[src/rtl/clk_rate_ctrl_pkg.sv]
// Shared types and constants for the clk_rate_ctrl divided-clock controller.
// Optional tick counter is enabled with the CLK_RATE_CTRL_TICKCNT_EN macro.
package clk_rate_ctrl_pkg;

   localparam int CNT_W_DEF = 28;
   localparam int MIN_DIV   = 2;

   typedef enum logic [1:0] {
      IDLE  = 2'd0,
      RUN   = 2'd1,
      DRAIN = 2'd2
   } state_e;

endpackage

[src/rtl/clk_rate_cnt.sv]
// Period counter for clk_rate_ctrl: counts 0..div-1 while enabled.
// Also decodes the wrap flag, the tick pulse and the clock_out level.
module clk_rate_cnt
   import clk_rate_ctrl_pkg::*;
#(
   parameter int CNT_W = CNT_W_DEF
) (
   input  logic             clk,
   input  logic             reset,
   input  logic             en,
   input  logic [CNT_W-1:0] div,
   output logic             wrap,
   output logic             tick,
   output logic             clock_out
);

   logic [CNT_W-1:0] cnt_q;
   logic [CNT_W-1:0] cnt_d;
   logic [CNT_W-1:0] half_div;

   assign half_div = div >> 1;

   // div only changes at a wrap or while disabled, so cnt_q never exceeds div-1.
   always_comb begin
      wrap      = en && (cnt_q == (div - CNT_W'(1)));
      tick      = en && (cnt_q == '0);
      clock_out = en && (cnt_q < half_div);
      cnt_d     = cnt_q + CNT_W'(1);
      if (!en || wrap) begin
         cnt_d = '0;
      end
   end

   always_ff @(posedge clk) begin
      if (reset) begin
         cnt_q <= '0;
      end else begin
         cnt_q <= cnt_d;
      end
   end

endmodule

[src/rtl/clk_rate_ctrl.sv]
// Run-time controller for the shared divided clock: start/stop/drain sequencing
// and period-aligned divisor updates. Define CLK_RATE_CTRL_TICKCNT_EN for tick_count.
module clk_rate_ctrl
   import clk_rate_ctrl_pkg::*;
#(
   parameter int CNT_W       = CNT_W_DEF,
   parameter int DEFAULT_DIV = 2
) (
   input  logic             clock_in,
   input  logic             reset,
   input  logic             start,
   input  logic             stop,
   input  logic             cfg_valid,
   input  logic [CNT_W-1:0] cfg_div,
   output logic             cfg_ready,
   output logic             cfg_err,
   output logic             tick,
   output logic             clock_out,
`ifdef CLK_RATE_CTRL_TICKCNT_EN
   output logic [15:0]      tick_count,
`endif
   output logic             running
);

   localparam logic [CNT_W-1:0] MIN_DIV_W = CNT_W'(MIN_DIV);
   localparam logic [CNT_W-1:0] DEF_DIV_W = CNT_W'(DEFAULT_DIV);

   state_e           state_q;
   state_e           state_d;
   logic [CNT_W-1:0] active_div_q;
   logic [CNT_W-1:0] active_div_d;
   logic [CNT_W-1:0] pend_div_q;
   logic [CNT_W-1:0] pend_div_d;
   logic             pend_valid_q;
   logic             pend_valid_d;
   logic             cfg_err_q;
   logic             cfg_err_d;
   logic [CNT_W-1:0] cfg_div_clamped;
   logic             accept;
   logic             wrap;
   logic             run_req;
   logic             going_idle;

   assign running   = (state_q != IDLE);
   assign cfg_ready = !pend_valid_q;
   assign cfg_err   = cfg_err_q;

   clk_rate_cnt #(
      .CNT_W(CNT_W)
   ) u_cnt (
      .clk      (clock_in),
      .reset    (reset),
      .en       (running),
      .div      (active_div_q),
      .wrap     (wrap),
      .tick     (tick),
      .clock_out(clock_out)
   );

   always_comb begin
      accept          = cfg_valid && !pend_valid_q;
      run_req         = start && !stop;
      cfg_div_clamped = (cfg_div < MIN_DIV_W) ? MIN_DIV_W : cfg_div;
      going_idle      = (state_q == DRAIN) && wrap && !run_req;
      state_d         = state_q;
      active_div_d    = active_div_q;
      pend_div_d      = pend_div_q;
      pend_valid_d    = pend_valid_q;
      cfg_err_d       = accept && (cfg_div < MIN_DIV_W);

      case (state_q)
         IDLE: begin
            if (run_req) begin
               state_d = RUN;
            end
         end
         RUN: begin
            if (stop) begin
               state_d = DRAIN;
            end
         end
         DRAIN: begin
            if (run_req) begin
               state_d = RUN;
            end else if (wrap) begin
               state_d = IDLE;
            end
         end
         default: state_d = IDLE;
      endcase

      // A divisor taken on the final drain wrap has no period left to wait for.
      if (state_q == IDLE || going_idle) begin
         if (pend_valid_q && going_idle) begin
            active_div_d = pend_div_q;
            pend_valid_d = 1'b0;
         end
         if (accept) begin
            active_div_d = cfg_div_clamped;
         end
      end else begin
         if (wrap && pend_valid_q) begin
            active_div_d = pend_div_q;
            pend_valid_d = 1'b0;
         end
         if (accept) begin
            pend_div_d   = cfg_div_clamped;
            pend_valid_d = 1'b1;
         end
      end
   end

   always_ff @(posedge clock_in) begin
      if (reset) begin
         state_q      <= IDLE;
         active_div_q <= DEF_DIV_W;
         pend_div_q   <= '0;
         pend_valid_q <= 1'b0;
         cfg_err_q    <= 1'b0;
      end else begin
         state_q      <= state_d;
         active_div_q <= active_div_d;
         pend_div_q   <= pend_div_d;
         pend_valid_q <= pend_valid_d;
         cfg_err_q    <= cfg_err_d;
      end
   end

`ifdef CLK_RATE_CTRL_TICKCNT_EN
   logic [15:0] tick_count_q;
   logic [15:0] tick_count_d;

   always_comb begin
      tick_count_d = tick_count_q;
      if (state_q == IDLE && state_d == RUN) begin
         tick_count_d = '0;
      end else if (tick) begin
         tick_count_d = tick_count_q + 16'd1;
      end
   end

   always_ff @(posedge clock_in) begin
      if (reset) begin
         tick_count_q <= '0;
      end else begin
         tick_count_q <= tick_count_d;
      end
   end

   assign tick_count = tick_count_q;
`endif

endmodule
[config.mk]
export PLATFORM = sky130hd
export DESIGN_NAME = clk_rate_ctrl
export DESIGN_NICKNAME = d
export VERILOG_FILES = /design/src/rtl/clk_rate_ctrl_pkg.sv /design/src/rtl/clk_rate_cnt.sv /design/src/rtl/clk_rate_ctrl.sv
export SDC_FILE = /design/constraint.sdc
export NUM_CORES = 1
export LEC_CHECK = 0
export ABC_CLOCK_PERIOD_IN_PS = 7800
export CORE_MARGIN = 8
export CORE_UTILIZATION = 30
export DETAILED_ROUTE_END_ITERATION = 10
export PLACE_DENSITY = 0.45
export SLEW_MARGIN = 20
export SYNTH_ARGS = -nofsm -noshare
export SYNTH_HDL_FRONTEND = slang
export SYNTH_SLANG_ARGS = --single-unit
[constraint.sdc]
create_clock -name clock_in -period 7.8 [get_ports clock_in]
set_input_delay 0.78 -clock clock_in [delete_from_list [all_inputs] [get_ports clock_in]]
set_output_delay 0.78 -clock clock_in [all_outputs]
set_load 0.02 [all_outputs]
==> results of run 1 <==
-- worst min-delay path: stages (launching register included) --
cell and delay (ns):
dfxtp_1 0.30, nand2_1 0.07, mux2i_1 0.06
-- sequential cells by signal, indices dropped and copies added (netlist names) --
signal,flops
pend_div_q,28
pend_valid_q,1
state_q,2
active_div_q,28
cfg_err,1
u_cnt.cnt_q,28
-- path summary, 6_finish.rpt --
| check | slack, ns | start | to | cells after the start |
|---|---|---|---|---|
| worst max-delay path | 3.56 | active_div_q[0] | active_div_q[1] | 12 |
| worst min-delay path | 0.47 | pend_div_q[0] | pend_div_q[0] | 2 |
| worst max register to register | 3.56 | active_div_q[0] | active_div_q[1] | 12 |
| worst min register to register | 0.47 | pend_div_q[0] | pend_div_q[0] | 2 |
-- per-stage QoR --
stage                     std cells  util (%)
after floorplan                 682         -
after CTS                       927      35.1
after global routing            927      35.1
final                           927      35.1
after detailed placement        911      33.4
after global placement          911      33.4
-- synth_stat cells (all sizes together), types with 2 or more instances --
library cell | count | area, sq um
dfxtp | 88 | 1760
nor2 | 79 | 297
inv | 64 | 240
nand3 | 49 | 245
a21oi | 39 | 195
xor2 | 35 | 307
mux2i | 31 | 310
ha | 29 | 363
a2bb2oi | 26 | 228
clkbuf | 26 | 98.8
nor4 | 23 | 150
xnor2 | 23 | 201
nand2 | 22 | 82.6
buf | 15 | 91.3
nand4 | 14 | 87.6
nor3 | 13 | 65.1
or4 | 12 | 93.8
and3 | 10 | 62.6
a21o | 9 | 67.6
o21ai | 7 | 35.0
and4 | 6 | 52.6
o31ai | 6 | 45.0
or3 | 5 | 36.3
a31oi | 4 | 25.0
and2 | 4 | 25.0
nand2b | 4 | 25.0
or2 | 4 | 25.0
nor2b | 3 | 18.8
o2111ai | 3 | 26.3
o22ai | 3 | 18.8
a211oi | 2 | 15.0
a32oi | 2 | 17.5
nor4b | 2 | 17.5
o211ai | 2 | 15.0
o31a | 2 | 17.5
-- logic make-up after synthesis --
| family | Yosys count | share of synthesized area, % |
|---|---|---|
| simple gates | 254 | 24.0 |
| buf+inv | 105 | 7.82 |
| mux | 31 | 5.64 |
| fa+ha+maj | 29 | 6.59 |
| xor+xnor | 58 | 9.23 |
| flops | 88 | 32.0 |
| compound gates | 117 | 14.8 |
-- metal layers --
layer | wire [um] | track usage, %
met1 | 7780 | 19.3
met2 | 7100 | 22.1
met3 | 529 | 3.47
met4 | 265 | 3.86
met5 | 0 | 0
-- where the power goes --
group          total (mW)  leakage (nW)  switching, mW  internal (mW)
clock               0.450         0.139          0.199          0.250
sequential          0.490         0.715         0.0248          0.465
combinational       0.181          1.62         0.0995         0.0816
-- final cells by class --
class	count	area (sq um)
sequential	88	1760
inverter	64	240
fill	1887	11700
multi-input combinational	489	3320
timing repair buffer	41	395
clock buffer	10	229
tap	229	287
clock inverter	6	67.6
==> impl_metrics.py, run 1 <==
metrics = {
    "outcome": {
        "status": "finished clean",
    },
    "timing": {
        "setup_viol_count_final": 0,
        "finalCritPeriodShare_pct": 54.3,
        "worst_pin_slew_ns": 0.848,
        "worst_slack_ns": 3.56,
        "slew_violations": 0,
        "maxSlewHeadroom_pct": 43.1,
        "fin_setup_tns_ns": 0,
        "hold_ws_ns": 0.472,
        "fin_crit_ns": 4.24,
        "worst_clock_skew_ns": 0.0121,
        "fmax_mhz": 236,
        "rsz0062_at_grt": "no",
        "finalHoldViolations": 0,
    },
    "setup_path": {
        "path_cells": "inv_1, ha_1, nor3b_1, nand4_1, or4_1, a211oi_1, nand4_1, or3_4, o31a_2, buf_4, o22a_1, a21o_1",
        "critPathKind": "reg -> reg",
        "slowest_stage": "or4_1",
        "critPathCaptureType": "register",
        "worstPathArrival_ns": 4.49,
        "cpPeakStageDelay_ns": 0.58,
        "critical-path-top-delay-family": "simple AND/OR/NAND/NOR gates",
        "crit_top_cell": "nand4_1",
        "worstPathRequired_ns": 8.05,
        "cp_max_fo": 56,
        "crit_path_start_kind": "register",
        "path_buf_inv": 2,
    },
    "die": {
        "num_rows": 49,
        "floorplan.initialDensity_pct": 30.6,
        "core_area_sq_mm": 0.0180,
        "die_x_um": 151,
        "pin_count": 38,
        "die-area_sq_mm": 0.0229,
        "chipHeight_um": 151,
    },
    "drt": {
        "drt_iter0_drc": 356,
        "vias": 4877,
        "drt_pass1_iterations": 4,
        "wl_per_cell_um": 16.9,
        "post-route-drc-count": 0,
        "antenna_left": 0,
        "viasPerCell": 5.26,
        "routed_wl_um": 15700,
    },
    "final_layout": {
        "final_common_cell": "dfxtp_1",
        "diodes": 0,
        "syn2layout_area_growth_pct": 14.4,
        "layout_common_cells": "dfxtp_1, nor2_1, inv_1, nand3_1, a21oi_1",
        "postLayoutCellArea_sq_mm": 0.00630,
        "nets": 755,
        "drive_gt1_share_pct": 4.30,
    },
    "placed_design": {
        "gp_congestion": 0.874,
        "pre_cts_ws_ns": 3.59,
        "hpwl_um": 11600,
        "dpl_cell_area_sq_mm": 0.00600,
        "port_buffers": 37,
    },
    "synthesis": {
        "synth_ff_type": "dfxtp_1",
        "syn-num-nets": 744,
        "ys_types": 59,
        "synth_edf_count": 0,
        "netlist_instances": 682,
        "syn-cell-area_sq_mm": 0.00551,
        "ys_seq_area_share_pct": 32.0,
        "ys_warn_count": 0,
        "synth_async_sr_flop_share_pct": 0,
        "synth_seq_cells": 88,
        "avgSynthCellArea_sq_um": 8.07,
    },
    "power": {
        "pwr_density_cell_mw_per_mm2": 178,
        "leakagePower_nw": 2.47,
        "irDropWorstVdd_v": 0.000107,
        "p_total_mw": 1.12,
    },
    "global_routing": {
        "gr-total-overflow": 0,
        "grt_pass1_wl_um": 25600,
        "grt_pass1_vias": 4822,
        "grt_max_degree": 61,
        "track_usage_pct": 14.2,
        "antenna_found_initial": 0,
    },
    "clocking": {
        "clkTransAtPathRegs_ns": 0.06,
        "cts_max_level": 3,
        "post-cts-setup-buffer-count": 0,
        "hold_buffers": 0,
        "numCtsBuffers": 9,
        "cts_tree": "built",
        "post_cts_resized": 0,
        "cts_root_buf": "clkbuf_16",
        "clk-insertion-delay-late_ns": 0.36,
        "clockBufferDepth": 2,
        "clkSinkCount": 88,
    },
    "job": {
        "cap_violations": 0,
    },
    "min_path": {
        "hp-class": "reg -> reg",
    },
}
Note: power is estimated with default switching activity, not from simulation.
==> run 2: changes to the inputs <==
--- a/config.mk
+++ b/config.mk
@@ -5,7 +5,7 @@
 export SDC_FILE = /design/constraint.sdc
 export NUM_CORES = 1
 export LEC_CHECK = 0
-export ABC_CLOCK_PERIOD_IN_PS = 7800
+export ABC_CLOCK_PERIOD_IN_PS = 4100
 export CORE_MARGIN = 8
 export CORE_UTILIZATION = 30
 export DETAILED_ROUTE_END_ITERATION = 10
==> constraint.sdc (replaced) <==
create_clock -name clock_in -period 4.1 [get_ports clock_in]
set_input_delay 0.41 -clock clock_in [delete_from_list [all_inputs] [get_ports clock_in]]
set_output_delay 0.41 -clock clock_in [all_outputs]
set_load 0.02 [all_outputs]
==> impl_metrics.py, run 2 (synthesized netlist as in run 1, its figures left out) <==
metrics = {
    "clocking": {
        "cts_tree": "built",
        "post-cts-setup-buffer-count": 0,
        "post_cts_resized": 0,
        "cts_max_level": 3,
        "clk-insertion-delay-late_ns": 0.36,
        "hold_buffers": 0,
        "clkTransAtPathRegs_ns": 0.08,
        "clkSinkCount": 88,
        "numCtsBuffers": 9,
        "cts_root_buf": "clkbuf_16",
        "clockBufferDepth": 2,
    },
    "drt": {
        "drt_iter0_drc": 294,
        "wl_met2_um": 7420,
        "drt_pass1_iterations": 4,
        "wl_met1_um": 8090,
        "post-route-drc-count": 0,
        "wl_per_cell_um": 17.1,
        "dr.max_layer_used": "met4",
        "vias": 4892,
        "routed_wl_um": 16200,
        "dr_wl_met3_um": 496,
        "antenna_left": 0,
        "viasPerCell": 5.18,
    },
    "min_path": {
        "min_to": "state_q[1]",
        "holdPathStages": 2,
        "min_from": "state_q[1]",
        "hp-class": "reg -> reg",
    },
    "timing": {
        "setup_viol_count_final": 0,
        "slew_violations": 0,
        "worst_pin_slew_ns": 0.938,
        "finalHoldViolations": 0,
        "worst_clock_skew_ns": 0.0176,
        "finalCritPeriodShare_pct": 94.3,
        "fmax_mhz": 259,
        "fin_setup_tns_ns": 0,
        "fin_crit_ns": 3.86,
        "rsz0062_at_grt": "no",
        "maxSlewHeadroom_pct": 37.0,
    },
    "die": {
        "floorplan.initialDensity_pct": 30.6,
        "num_rows": 49,
        "die_x_um": 151,
        "pin_count": 38,
        "core_area_sq_mm": 0.0180,
        "die-area_sq_mm": 0.0229,
        "chipHeight_um": 151,
    },
    "global_routing": {
        "gr-total-overflow": 0,
        "antenna_found_initial": 0,
        "grt_pass1_wl_um": 26600,
        "grt_pass1_vias": 5020,
        "grt_max_degree": 32,
        "track_usage_pct": 14.7,
    },
    "setup_path": {
        "critPathCaptureType": "register",
        "worstPathArrival_ns": 4.14,
        "critPathKind": "reg -> reg",
        "r2r-end": "active_div_q[19]",
        "crit_path_start_kind": "register",
        "r2r_cells": 12,
        "r2r_slack_ns": 0.24,
        "cp_max_fo": 11,
        "worstPathRequired_ns": 4.38,
        "r2r-start": "active_div_q[1]",
    },
    "placed_design": {
        "hpwl_um": 12100,
        "port_buffers": 37,
        "gp_congestion": 0.888,
    },
    "power": {
        "leakagePower_nw": 2.58,
        "irDropWorstVdd_v": 0.000193,
        "p_total_mw": 2.15,
        "pwr_density_cell_mw_per_mm2": 333,
    },
    "final_layout": {
        "reg_top3": "active_div_q: 28 flops, pend_div_q: 28 flops, u_cnt.cnt_q: 28 flops",
        "layout_common_cells": "dfxtp_1, nor2_1, inv_1, nand3_1, a21oi_1",
        "diodes": 0,
        "nets": 772,
        "final_common_cell": "dfxtp_1",
        "drive_gt1_share_pct": 6.43,
        "syn2layout_area_growth_pct": 17.6,
        "nFillCells": 1925,
    },
    "job": {
        "cap_violations": 0,
    },
    "outcome": {
        "status": "finished clean",
    },
}
-- run 2: report_power, final --
| part | total [mW] | internal [mW] | switching, mW |
|---|---|---|---|
| sequential | 0.927 | 0.884 | 0.0434 |
| combinational | 0.367 | 0.171 | 0.197 |
| clock | 0.859 | 0.444 | 0.415 |
-- run 2: through the flow --
step           worst slack [ns]  cells  area (sq um)  utilization, %  hold slack (ns)
2_1_floorplan             0.497    682          5510               -            0.444
3_3_place_gp              0.287    928          6180            34.4            0.455
3_5_place_dp              0.287    928          6180            34.4            0.474
4_1_cts                   0.244    944          6480            36.1            0.485
5_1_grt                  0.0445    944          6480            36.1            0.521
6_report                  0.235    944          6480            36.1            0.486
-- run 2: worst max-delay path by stage --
stage	start	to	slack [ns]	depth (start not counted)
6_report	active_div_q[1]	active_div_q[19]	0.24	12
3_3_place_gp	active_div_q[0]	active_div_q[0]	0.29	11
2_1_floorplan	active_div_q[0]	active_div_q[10]	0.50	13
4_1_cts	active_div_q[1]	active_div_q[19]	0.24	12
5_1_grt	active_div_q[1]	active_div_q[26]	0.04	13
3_5_place_dp	active_div_q[1]	active_div_q[24]	0.29	12
-- run 2: metal layers --
metal	GRT usage, %	vias up
met2	23.5	76
met1	19.9	2328
met3	2.58	10
met4	3.71	0
met5	0	-
li1	-	2478
-- run 2: final cells by class --
class / count / area (sq um) / share of cell area [%]
repair buffers: 58 / 573 / 8.85
multi-input cells: 489 / 3310 / 51.2
clock buffers: 10 / 239 / 3.69
inverters: 64 / 240 / 3.71
clock inverters: 6 / 61.3 / 0.947
well taps: 229 / 287 / 4.42
flip-flops and latches: 88 / 1760 / 27.2
-- run 2: critical path, stage by stage (launching register included) --
cell       delay, ns
dfxtp_1         0.34
inv_1           0.08
ha_1            0.26
nor3b_1         0.51
nand3_1         0.13
o31a_1          0.16
or4_1           0.52
or4_1           0.52
or3_4           0.40
o31a_2          0.41
buf_4           0.20
a2bb2oi_1       0.13
a21oi_1         0.12
